File: src/rtl/filter_test_sequencer_pkg.sv
// Shared types and default sizing for the filter test sequencer.
//   seq_state_t  sequencer FSM encoding
//   test_cfg_t   one stimulus table entry {overlay, rate, delay}
package filter_test_sequencer_pkg;

  localparam int SIZE_DELAY            = 8;
  localparam int SIZE_FILTER_DATA      = 16;
  localparam int NUM_CASES_DEFAULT     = 4;
  localparam int SETTLE_CYCLES_DEFAULT = 16;
  localparam int DWELL_CYCLES_DEFAULT  = 1024;

  typedef enum logic [2:0] {
    IDLE,
    SETTLE,
    MEASURE,
    REPORT,
    FINISH
  } seq_state_t;

  typedef struct packed {
    logic                  overlay;
    logic                  rate;
    logic [SIZE_DELAY-1:0] delay;
  } test_cfg_t;

  function automatic int max_int(input int a, input int b);
    return (a > b) ? a : b;
  endfunction

endpackage

File: src/rtl/filter_test_sequencer_peak.sv
// Signed running-maximum register used during the dwell window.
//   clk, reset  clock, async active-low reset
//   clear       force peak to 0 (highest priority after reset)
//   load        take data unconditionally (first sample of a window)
//   enable      take data only if strictly greater than current peak
//   data        signed sample
//   peak        signed running maximum
module seq_peak_detector #(
  parameter int W = 16
) (
  input  logic                clk,
  input  logic                reset,
  input  logic                clear,
  input  logic                load,
  input  logic                enable,
  input  logic signed [W-1:0] data,
  output logic signed [W-1:0] peak
);

  logic signed [W-1:0] peak_q;

  always_ff @(posedge clk or negedge reset) begin
    if (!reset) begin
      peak_q <= '0;
    end else if (clear) begin
      peak_q <= '0;
    end else if (load) begin
      peak_q <= data;
    end else if (enable && (data > peak_q)) begin
      peak_q <= data;
    end
  end

  assign peak = peak_q;

endmodule

File: src/rtl/filter_test_sequencer.sv
// Steps exp_sig_gen through a table of stimulus settings, waits for the filter
// chain to settle, tracks the signed peak of one filter output over a dwell
// window and hands each per-case result out on a valid/ready port.
//   clk, reset                 clock, async active-low reset
//   start, abort               run control
//   cfg_we/cfg_addr/cfg_data   stimulus table write port (IDLE only)
//   filter_data                signed filter output under test
//   test_overlay/rate/delay    drive exp_sig_gen
//   busy                       high outside IDLE
//   result_valid/ready/case/peak  per-case result handshake
//   done                       one-cycle pulse after last result accepted
//
// state   | meaning
// IDLE    | table writable, waiting for start, test_* held at 0
// SETTLE  | new stimulus applied, filter_data ignored
// MEASURE | peak tracking over the dwell window
// REPORT  | result presented until accepted
// FINISH  | done pulse, back to IDLE
module filter_test_sequencer
  import filter_test_sequencer_pkg::*;
#(
  parameter int NUM_CASES     = NUM_CASES_DEFAULT,
  parameter int SETTLE_CYCLES = SETTLE_CYCLES_DEFAULT,
  parameter int DWELL_CYCLES  = DWELL_CYCLES_DEFAULT,
  localparam int CASE_W = $clog2(NUM_CASES),
  localparam int CFG_W  = $bits(test_cfg_t),
  localparam int CNT_W  = $clog2(max_int(SETTLE_CYCLES, DWELL_CYCLES) + 1)
) (
  input  logic                        clk,
  input  logic                        reset,
  input  logic                        start,
  input  logic                        abort,
  input  logic                        cfg_we,
  input  logic [CASE_W-1:0]           cfg_addr,
  input  logic [CFG_W-1:0]            cfg_data,
  input  logic [SIZE_FILTER_DATA-1:0] filter_data,
  output logic                        test_overlay,
  output logic                        test_rate,
  output logic [SIZE_DELAY-1:0]       test_delay,
  output logic                        busy,
  output logic                        result_valid,
  input  logic                        result_ready,
  output logic [CASE_W-1:0]           result_case,
  output logic [SIZE_FILTER_DATA-1:0] result_peak,
  output logic                        done
);

  seq_state_t                   state, state_next;
  logic [CNT_W-1:0]             cnt;
  logic [CASE_W-1:0]            case_idx, case_next;
  test_cfg_t                    cfg_table [NUM_CASES];
  test_cfg_t                    cfg_q, cfg_sel;
  logic                         last_case, entering_settle, entering_measure;
  logic                         peak_clear, peak_load, peak_en;
  logic signed [SIZE_FILTER_DATA-1:0] peak;

  assign last_case        = (case_idx == CASE_W'(NUM_CASES - 1));
  assign case_next        = (state == IDLE) ? '0 : case_idx + CASE_W'(1);
  assign entering_settle  = (state_next == SETTLE)  && (state != SETTLE);
  assign entering_measure = (state_next == MEASURE) && (state != MEASURE);

  // A write landing in the same cycle as start must reach the first case.
  always_comb begin
    cfg_sel = cfg_table[case_next];
    if ((state == IDLE) && cfg_we && (cfg_addr == case_next))
      cfg_sel = test_cfg_t'(cfg_data);
  end

  always_ff @(posedge clk or negedge reset) begin
    if (!reset) begin
      for (int i = 0; i < NUM_CASES; i++) cfg_table[i] <= '0;
    end else if ((state == IDLE) && cfg_we) begin
      cfg_table[cfg_addr] <= test_cfg_t'(cfg_data);
    end
  end

  always_ff @(posedge clk or negedge reset) begin
    if (!reset) state <= IDLE;
    else        state <= state_next;
  end

  always_comb begin
    state_next = state;
    case (state)
      IDLE:    if (start) state_next = SETTLE;
      SETTLE:  if (cnt == '0) state_next = MEASURE;
      MEASURE: if (cnt == '0) state_next = REPORT;
      REPORT:  if (result_ready) state_next = last_case ? FINISH : SETTLE;
      FINISH:  state_next = IDLE;
      default: state_next = IDLE;
    endcase
    if (abort && (state != IDLE)) state_next = IDLE;
  end

  always_ff @(posedge clk or negedge reset) begin
    if (!reset) begin
      cnt      <= '0;
      case_idx <= '0;
      cfg_q    <= '0;
    end else begin
      if (entering_settle)       cnt <= CNT_W'(SETTLE_CYCLES - 1);
      else if (entering_measure) cnt <= CNT_W'(DWELL_CYCLES - 1);
      else if (cnt != '0)        cnt <= cnt - CNT_W'(1);

      if (state_next == IDLE) begin
        case_idx <= '0;
        cfg_q    <= '0;
      end else if (entering_settle) begin
        case_idx <= case_next;
        cfg_q    <= cfg_sel;
      end
    end
  end

  // The counter starts the dwell at DWELL_CYCLES-1, so that value marks the first sample.
  assign peak_clear = (state == IDLE);
  assign peak_load  = (state == MEASURE) && (cnt == CNT_W'(DWELL_CYCLES - 1));
  assign peak_en    = (state == MEASURE);

  seq_peak_detector #(.W(SIZE_FILTER_DATA)) u_peak (
    .clk    (clk),
    .reset  (reset),
    .clear  (peak_clear),
    .load   (peak_load),
    .enable (peak_en),
    .data   (filter_data),
    .peak   (peak)
  );

  always_comb begin
    test_overlay = cfg_q.overlay;
    test_rate    = cfg_q.rate;
    test_delay   = cfg_q.delay;
    busy         = (state != IDLE);
    result_valid = (state == REPORT);
    done         = (state == FINISH);
    result_case  = case_idx;
    result_peak  = peak;
  end

endmodule
File: config.mk
export PLATFORM = sky130hd
export DESIGN_NAME = filter_test_sequencer
export DESIGN_NICKNAME = d
export VERILOG_FILES = /design/src/rtl/filter_test_sequencer_pkg.sv /design/src/rtl/filter_test_sequencer_peak.sv /design/src/rtl/filter_test_sequencer.sv
export SDC_FILE = /design/constraint.sdc
export NUM_CORES = 1
export LEC_CHECK = 0
export ABC_AREA = 0
export CORE_AREA = 2 2 110 112
export DETAILED_ROUTE_END_ITERATION = 12
export DIE_AREA = 0 0 112 114
export SYNTH_ARGS = -nofsm -noshare
export SYNTH_HDL_FRONTEND = slang
export SYNTH_HIERARCHICAL = 1
export SYNTH_SLANG_ARGS = --single-unit
File: constraint.sdc
create_clock -name clk -period 2.1 [get_ports clk]
set_input_delay 0.315 -clock clk [delete_from_list [all_inputs] [get_ports clk]]
set_output_delay 0.315 -clock clk [all_outputs]
set_load 0.01 [all_outputs]
==> results of run 1 <==
sequential cells by signal, indices dropped and copies added (netlist names):
name	flops
result_case	2
state	3
test_delay	8
test_overlay	1
test_rate	1
cnt	11
cfg_table	40
u_peak/peak	16
how the worst max path moves through the flow:
stage | slack (ns) | cells after the start | endpoint
2_1_floorplan | -0.02 | 10 | u_peak/peak[10]
3_3_place_gp | -0.42 | 10 | u_peak/peak[1]
3_5_place_dp | -0.51 | 9 | u_peak/peak[15]
4_1_cts | -0.09 | 9 | u_peak/peak[2]
5_1_grt | -0.21 | 9 | u_peak/peak[15]
6_report | -0.09 | 9 | u_peak/peak[15]
worst register-to-register path, delay by kind of cell (launching register included):
family                     cells  cell delay [ns]
adders and majority gates      1             0.26
and+or+nand+nor                3             0.50
buffers and inverters          3             0.43
DFF                            1             0.36
muxes                          1             0.20
AOI/OAI and AO/OA              1             0.36
power breakdown:
| part | internal (mW) | leakage (nW) | switching (mW) |
|---|---|---|---|
| Clock | 1.07 | 0.163 | 0.715 |
| Sequential | 2.10 | 1.04 | 0.312 |
| Combinational | 1.86 | 1.66 | 1.76 |
| Total | 5.02 | 2.86 | 2.78 |
metal layers:
layer	global-route usage [%]	vias to the layer above	wire length (µm)
li1	-	1783	-
met1	23.6	1835	5320
met2	31.8	80	5860
met3	3.51	13	442
met4	5.69	0	145
met5	0	-	0
cells in the mapped netlist (4+ instances only):
cell type	count	area share (%)
a211oi_1	16	2.6
a211oi_2	5	1.4
a21oi_1	24	2.6
a311oi_1	10	1.9
buf_2	12	1.3
clkbuf_1	7	0.58
dfrtp_1	82	45
ha_1	19	5.2
inv_1	21	1.7
mux2_2	40	9.9
mux2i_1	18	4.0
nand2_1	39	3.2
nand2b_1	37	5.1
nand4_1	5	0.69
nor2_1	19	1.6
nor3_1	4	0.44
nor3b_1	13	2.1
o21ai_0	7	0.77
xor2_1	5	0.96
stage by stage:
step                instances  instance area (µm²)  TNS (ns)  setup WS (ns)
CTS                       697                 6270     -1.23        -0.0853
finish                    703                 6650     -1.25        -0.0883
floorplan                 426                 4590    -0.231        -0.0231
detailed placement        667                 5760     -9.85         -0.514
global placement          667                 5760     -8.49         -0.417
global route              703                 6650     -4.00         -0.206
what timing repair did:
| item | in CTS | in global routing |
|---|---|---|
| setup endpoints to repair | 43 | 42 |
| cloned | 2 | 2 |
| pin swaps | 13 | 33 |
| hold buffers | 1 | 0 |
| resized for setup | 28 | 64 |
| endpoints found under the hold margin | 31 | 0 |
| setup buffers | 11 | 4 |
cell type report:
| cell class | instances | area [µm²] |
|---|---|---|
| repair buffers | 138 | 1370 |
| clock buffers | 9 | 225 |
| flip-flops and latches | 82 | 2050 |
| clock inverters | 7 | 106 |
| multi-input cells | 299 | 2630 |
| well taps | 147 | 184 |
| fillers | 1006 | 5060 |
| inverters | 21 | 78.8 |
cell families (layout without fill, tap and decap cells):
| family | Yosys count | after routing | synth area share [%] |
|---|---|---|---|
| and+or+nand+nor | 141 | 141 | 17.9 |
| DFF | 82 | 82 | 45.1 |
| AOI/OAI and AO/OA | 74 | 74 | 11.6 |
| muxes | 59 | 59 | 14.2 |
| buffers and inverters | 45 | 175 | 4.92 |
| adders and majority gates | 19 | 19 | 5.22 |
| xor gates and xnor gates | 6 | 6 | 1.15 |
==> metrics.csv, run 1 <==
metric,value,unit
area_growth,46.0,%
diodes,0,
grt_pass1_vias,3767,
avgSynthCellArea,10.7,µm²
violations,negative setup slack,
coreArea,11700,µm²
cts_max_level,3,
synth-edff-count,0,
mostFrequentLayoutCells,"82 x dfrtp_1, 53 x buf_4, 49 x clkdlybuf4s50_1, 40 x mux2_2, 38 x nand2_1",
async_flop_share,100,%
dr.pass1.iters,4,
power.total,7.81,mW
worstPathRequired,2.36,ns
relSlewSlack,59.2,%
ir_worst_vdd,0.000598,V
fin_ws,-0.0883,ns
synth_cell_type_count,49,
synthesis.nets,479,
start_util,38.9,%
fin_util,56.8,%
cts_made_buffers,9,
crit_chain,"inv_2, ha_4, nand4_1, buf_4, a2111o_1, nand4b_1, nor3b_4, buf_6, mux2i_1",
reg2reg_slack,-0.09,ns
cp-start-kind,flop,
setup_viol,18,
hold_path.class,in -> reg,
grt_first_pass_wirelength,18800,µm
clkTransAtPathRegs,0.07,ns
final_common_cell,dfrtp_1,
overflow,0,
max_stage_delay,0.36,ns
cp.arrival,2.45,ns
wl,11800,µm
clk_latency,0.34,ns
holdPathEnd,u_peak/peak[10],
grt_max_degree,52,
cts_tree,built,
finalHoldViolCount,0,
die_h,114,µm
die-area,12800,µm²
path_delay_family,simple AND/OR/NAND/NOR gates,
io_pins,65,
clockBufferDepth,2,
r2r_cells,9,
period_needed,2.19,ns
rows,40,
end_kind,flop,
worst_slew_pin_slew,0.611,ns
hpwl,7760,µm
drc_errors,0,
gp_congestion,0.849,
antenna_found_initial,0,
ys.flop_type,dfrtp_1,
holdWs,0.290,ns
first_iter_violations,147,
status,"complete, but fails checks",
ys_seq_area_share,45.1,%
drtAntennaViolNets,0,
clk_root_buffer_cell,clkbuf_16,
max_freq,0.457,GHz
synth_area,4550,µm²
drv_cap,0,
dieWidth,112,µm
portBuffers,64,
cp_slowest_cell,dfrtp_1,
yosysWarnings,6,
num_vias,3711,
wl_per_cell,16.7,µm
skew,0.00888,ns
cts_sinks,82,
min_from,filter_data[10],
avgViaCountPerCell,5.28,
crit_buf_inv,3,
nets,604,
r2r-start,u_peak/peak[11],
grtUsageTotal,18.4,%
ys_seq_elements,82,
drive_above_1_share,34.5,%
crit_start,u_peak/peak[11],
rsz0062_at_grt,true,
p_leak,2.86,nW
slew_violations,0,
holdPathStages,3,
reg2reg_to,u_peak/peak[15],
cp_max_fo,8,
finalCritPeriodShare,104,%
pwr_density_cell,1170,nW/µm²
synthCells,426,
critPathKind,reg -> reg,
Note: power is estimated with default switching activity, not from simulation.
==> run 2: changes to the inputs <==
SKIP_LAST_GASP = 1   (was default)
==> run 2 against run 1 <==
Compared with the run above: hold slack improved by 0.0018 ns; the flow still finishes with violations (negative setup slack); die area stayed put; register-to-register slack about the same; core utilization decreased by 0.26 points; cell count shrank 0.14%; non-clock buffer count shrank 1; largest power group unchanged; power barely moved.
==> metrics.csv, run 2 (synthesized netlist as in run 1, its figures left out) <==
metric,value,unit
grt_max_degree,52,
cp_max_fo,8,
fill_cells,1007,
dr.pass1.iters,4,
portBuffers,64,
io_pins,65,
first_iter_violations,142,
regMostFlops,cfg_table,
dieWidth,112,µm
worstPathRequired,2.36,ns
p_leak,2.85,nW
drc_errors,0,
drv_cap,0,
cp_slowest_cell,dfrtp_1,
drtAntennaViolNets,0,
grtUsageTotal,18.4,%
gp_congestion,0.849,
worst_slew_pin_slew,0.591,ns
cp.arrival,2.45,ns
skew,0.00773,ns
clk_latency,0.34,ns
setup_viol,18,
grt_first_pass_wirelength,18800,µm
nets,603,
relSlewSlack,60.6,%
finalCritPeriodShare,104,%
status,"complete, but fails checks",
avgViaCountPerCell,5.29,
ff_latch_area,2050,µm²
cts_sinks,82,
cts_max_level,3,
critPathKind,reg -> reg,
diodes,0,
area_growth,45.3,%
rows,40,
clockBufferDepth,2,
fin_ws,-0.0874,ns
grt_pass1_vias,3772,
overflow,0,
hold_path.class,in -> reg,
drive_above_1_share,34.4,%
largest_reg_flops,40,
pwr_density_cell,1180,nW/µm²
wl,11700,µm
wl_per_cell,16.7,µm
num_vias,3713,
die-area,12800,µm²
period_needed,2.19,ns
max_freq,0.457,GHz
cts_made_buffers,9,
slew_violations,0,
clkTransAtPathRegs,0.07,ns
max_stage_delay,0.36,ns
cp-start-kind,flop,
cts_tree,built,
coreArea,11700,µm²
ir_worst_vdd,0.000595,V
clk_root_buffer_cell,clkbuf_16,
fin_util,56.5,%
antenna_found_initial,0,
multi_input_area,2630,µm²
end_kind,flop,
final_common_cell,dfrtp_1,
mostFrequentLayoutCells,"82 x dfrtp_1, 54 x buf_4, 49 x clkdlybuf4s50_1, 40 x mux2_2, 38 x nand2_1",
crit_chain,"inv_2, ha_4, nand4_1, buf_4, a2111o_1, nand4b_1, nor3b_4, buf_6, mux2i_1",
hpwl,7760,µm
die_h,114,µm
rsz0062_at_grt,true,
start_util,38.9,%
violations,negative setup slack,
power.total,7.81,mW
finalHoldViolCount,0,
-- run 2: cell count changes in the layout (fill, tap and decap cells not counted), sizes merged --
| cell | before | now |
|---|---|---|
| clkbuf | 11 | 10 |
-- run 2: routing by layer --
layer | up-vias | share of wire [%] | global-route usage, %
li1 | 1781 | - | -
met4 | 0 | 1.3 | 5.69
met2 | 70 | 50 | 31.8
met1 | 1848 | 45 | 23.6
met3 | 14 | 3.6 | 3.51
met5 | - | 0 | 0
-- run 2: through the flow --
stage / TNS (ns) / instances / cell area, µm² / setup WS [ns] / hold WS (ns)
2_1_floorplan: -0.231 / 426 / 4590 / -0.0231 / 0.0194
3_3_place_gp: -8.49 / 667 / 5760 / -0.417 / 0.288
3_5_place_dp: -9.85 / 667 / 5760 / -0.514 / 0.290
4_1_cts: -1.28 / 697 / 6270 / -0.0853 / 0.392
5_1_grt: -4.05 / 702 / 6620 / -0.206 / 0.292
6_report: -1.17 / 702 / 6620 / -0.0874 / 0.292
-- run 2: critical path, delay by kind of cell (launching register included) --
kind / cells / cell delay (ns)
buf+inv: 3 / 0.43
compound gates: 1 / 0.36
fa+ha+maj: 1 / 0.26
mux: 1 / 0.20
simple gates: 3 / 0.49
flops: 1 / 0.36
-- run 2: layout make-up --
| cell class | count | area share (%) |
|---|---|---|
| clock inverters | 7 | 1.61 |
| inverters | 21 | 1.19 |
| multi-input cells | 299 | 39.7 |
| well taps | 147 | 2.78 |
| clock buffers | 9 | 3.40 |
| repair buffers | 137 | 20.3 |
| flip-flops and latches | 82 | 31.0 |
-- run 2: final timing paths --
kind / from / endpoint / slack (ns) / cells after the start
worst min-delay path: filter_data[10] / u_peak/peak[10] / 0.29 / 3
max in group asynchronous: reset / test_delay[3] / 1.01 / 3
worst min register to register: cfg_table[7] / cfg_table[7] / 0.50 / 1
worst max register to register: u_peak/peak[11] / u_peak/peak[3] / -0.09 / 9
min in group asynchronous: reset / u_peak/peak[5] / 0.46 / 2
worst max-delay path: u_peak/peak[11] / u_peak/peak[3] / -0.09 / 9
-- run 2: where the power goes --
group	switching [mW]	leakage, nW	internal (mW)
clock	0.713	0.163	1.07
sequential	0.316	1.04	2.10
combinational	1.76	1.65	1.86
total	2.79	2.85	5.02
-- run 2: repair_timing --
item / CTS / global route
hold buffers: 1 / 0
endpoints found under the setup margin: 43 / 42
cloned: 2 / 1
resized for setup: 26 / 66
endpoints found under the hold margin: 31 / 0
setup buffers: 11 / 4
pin swaps: 12 / 33
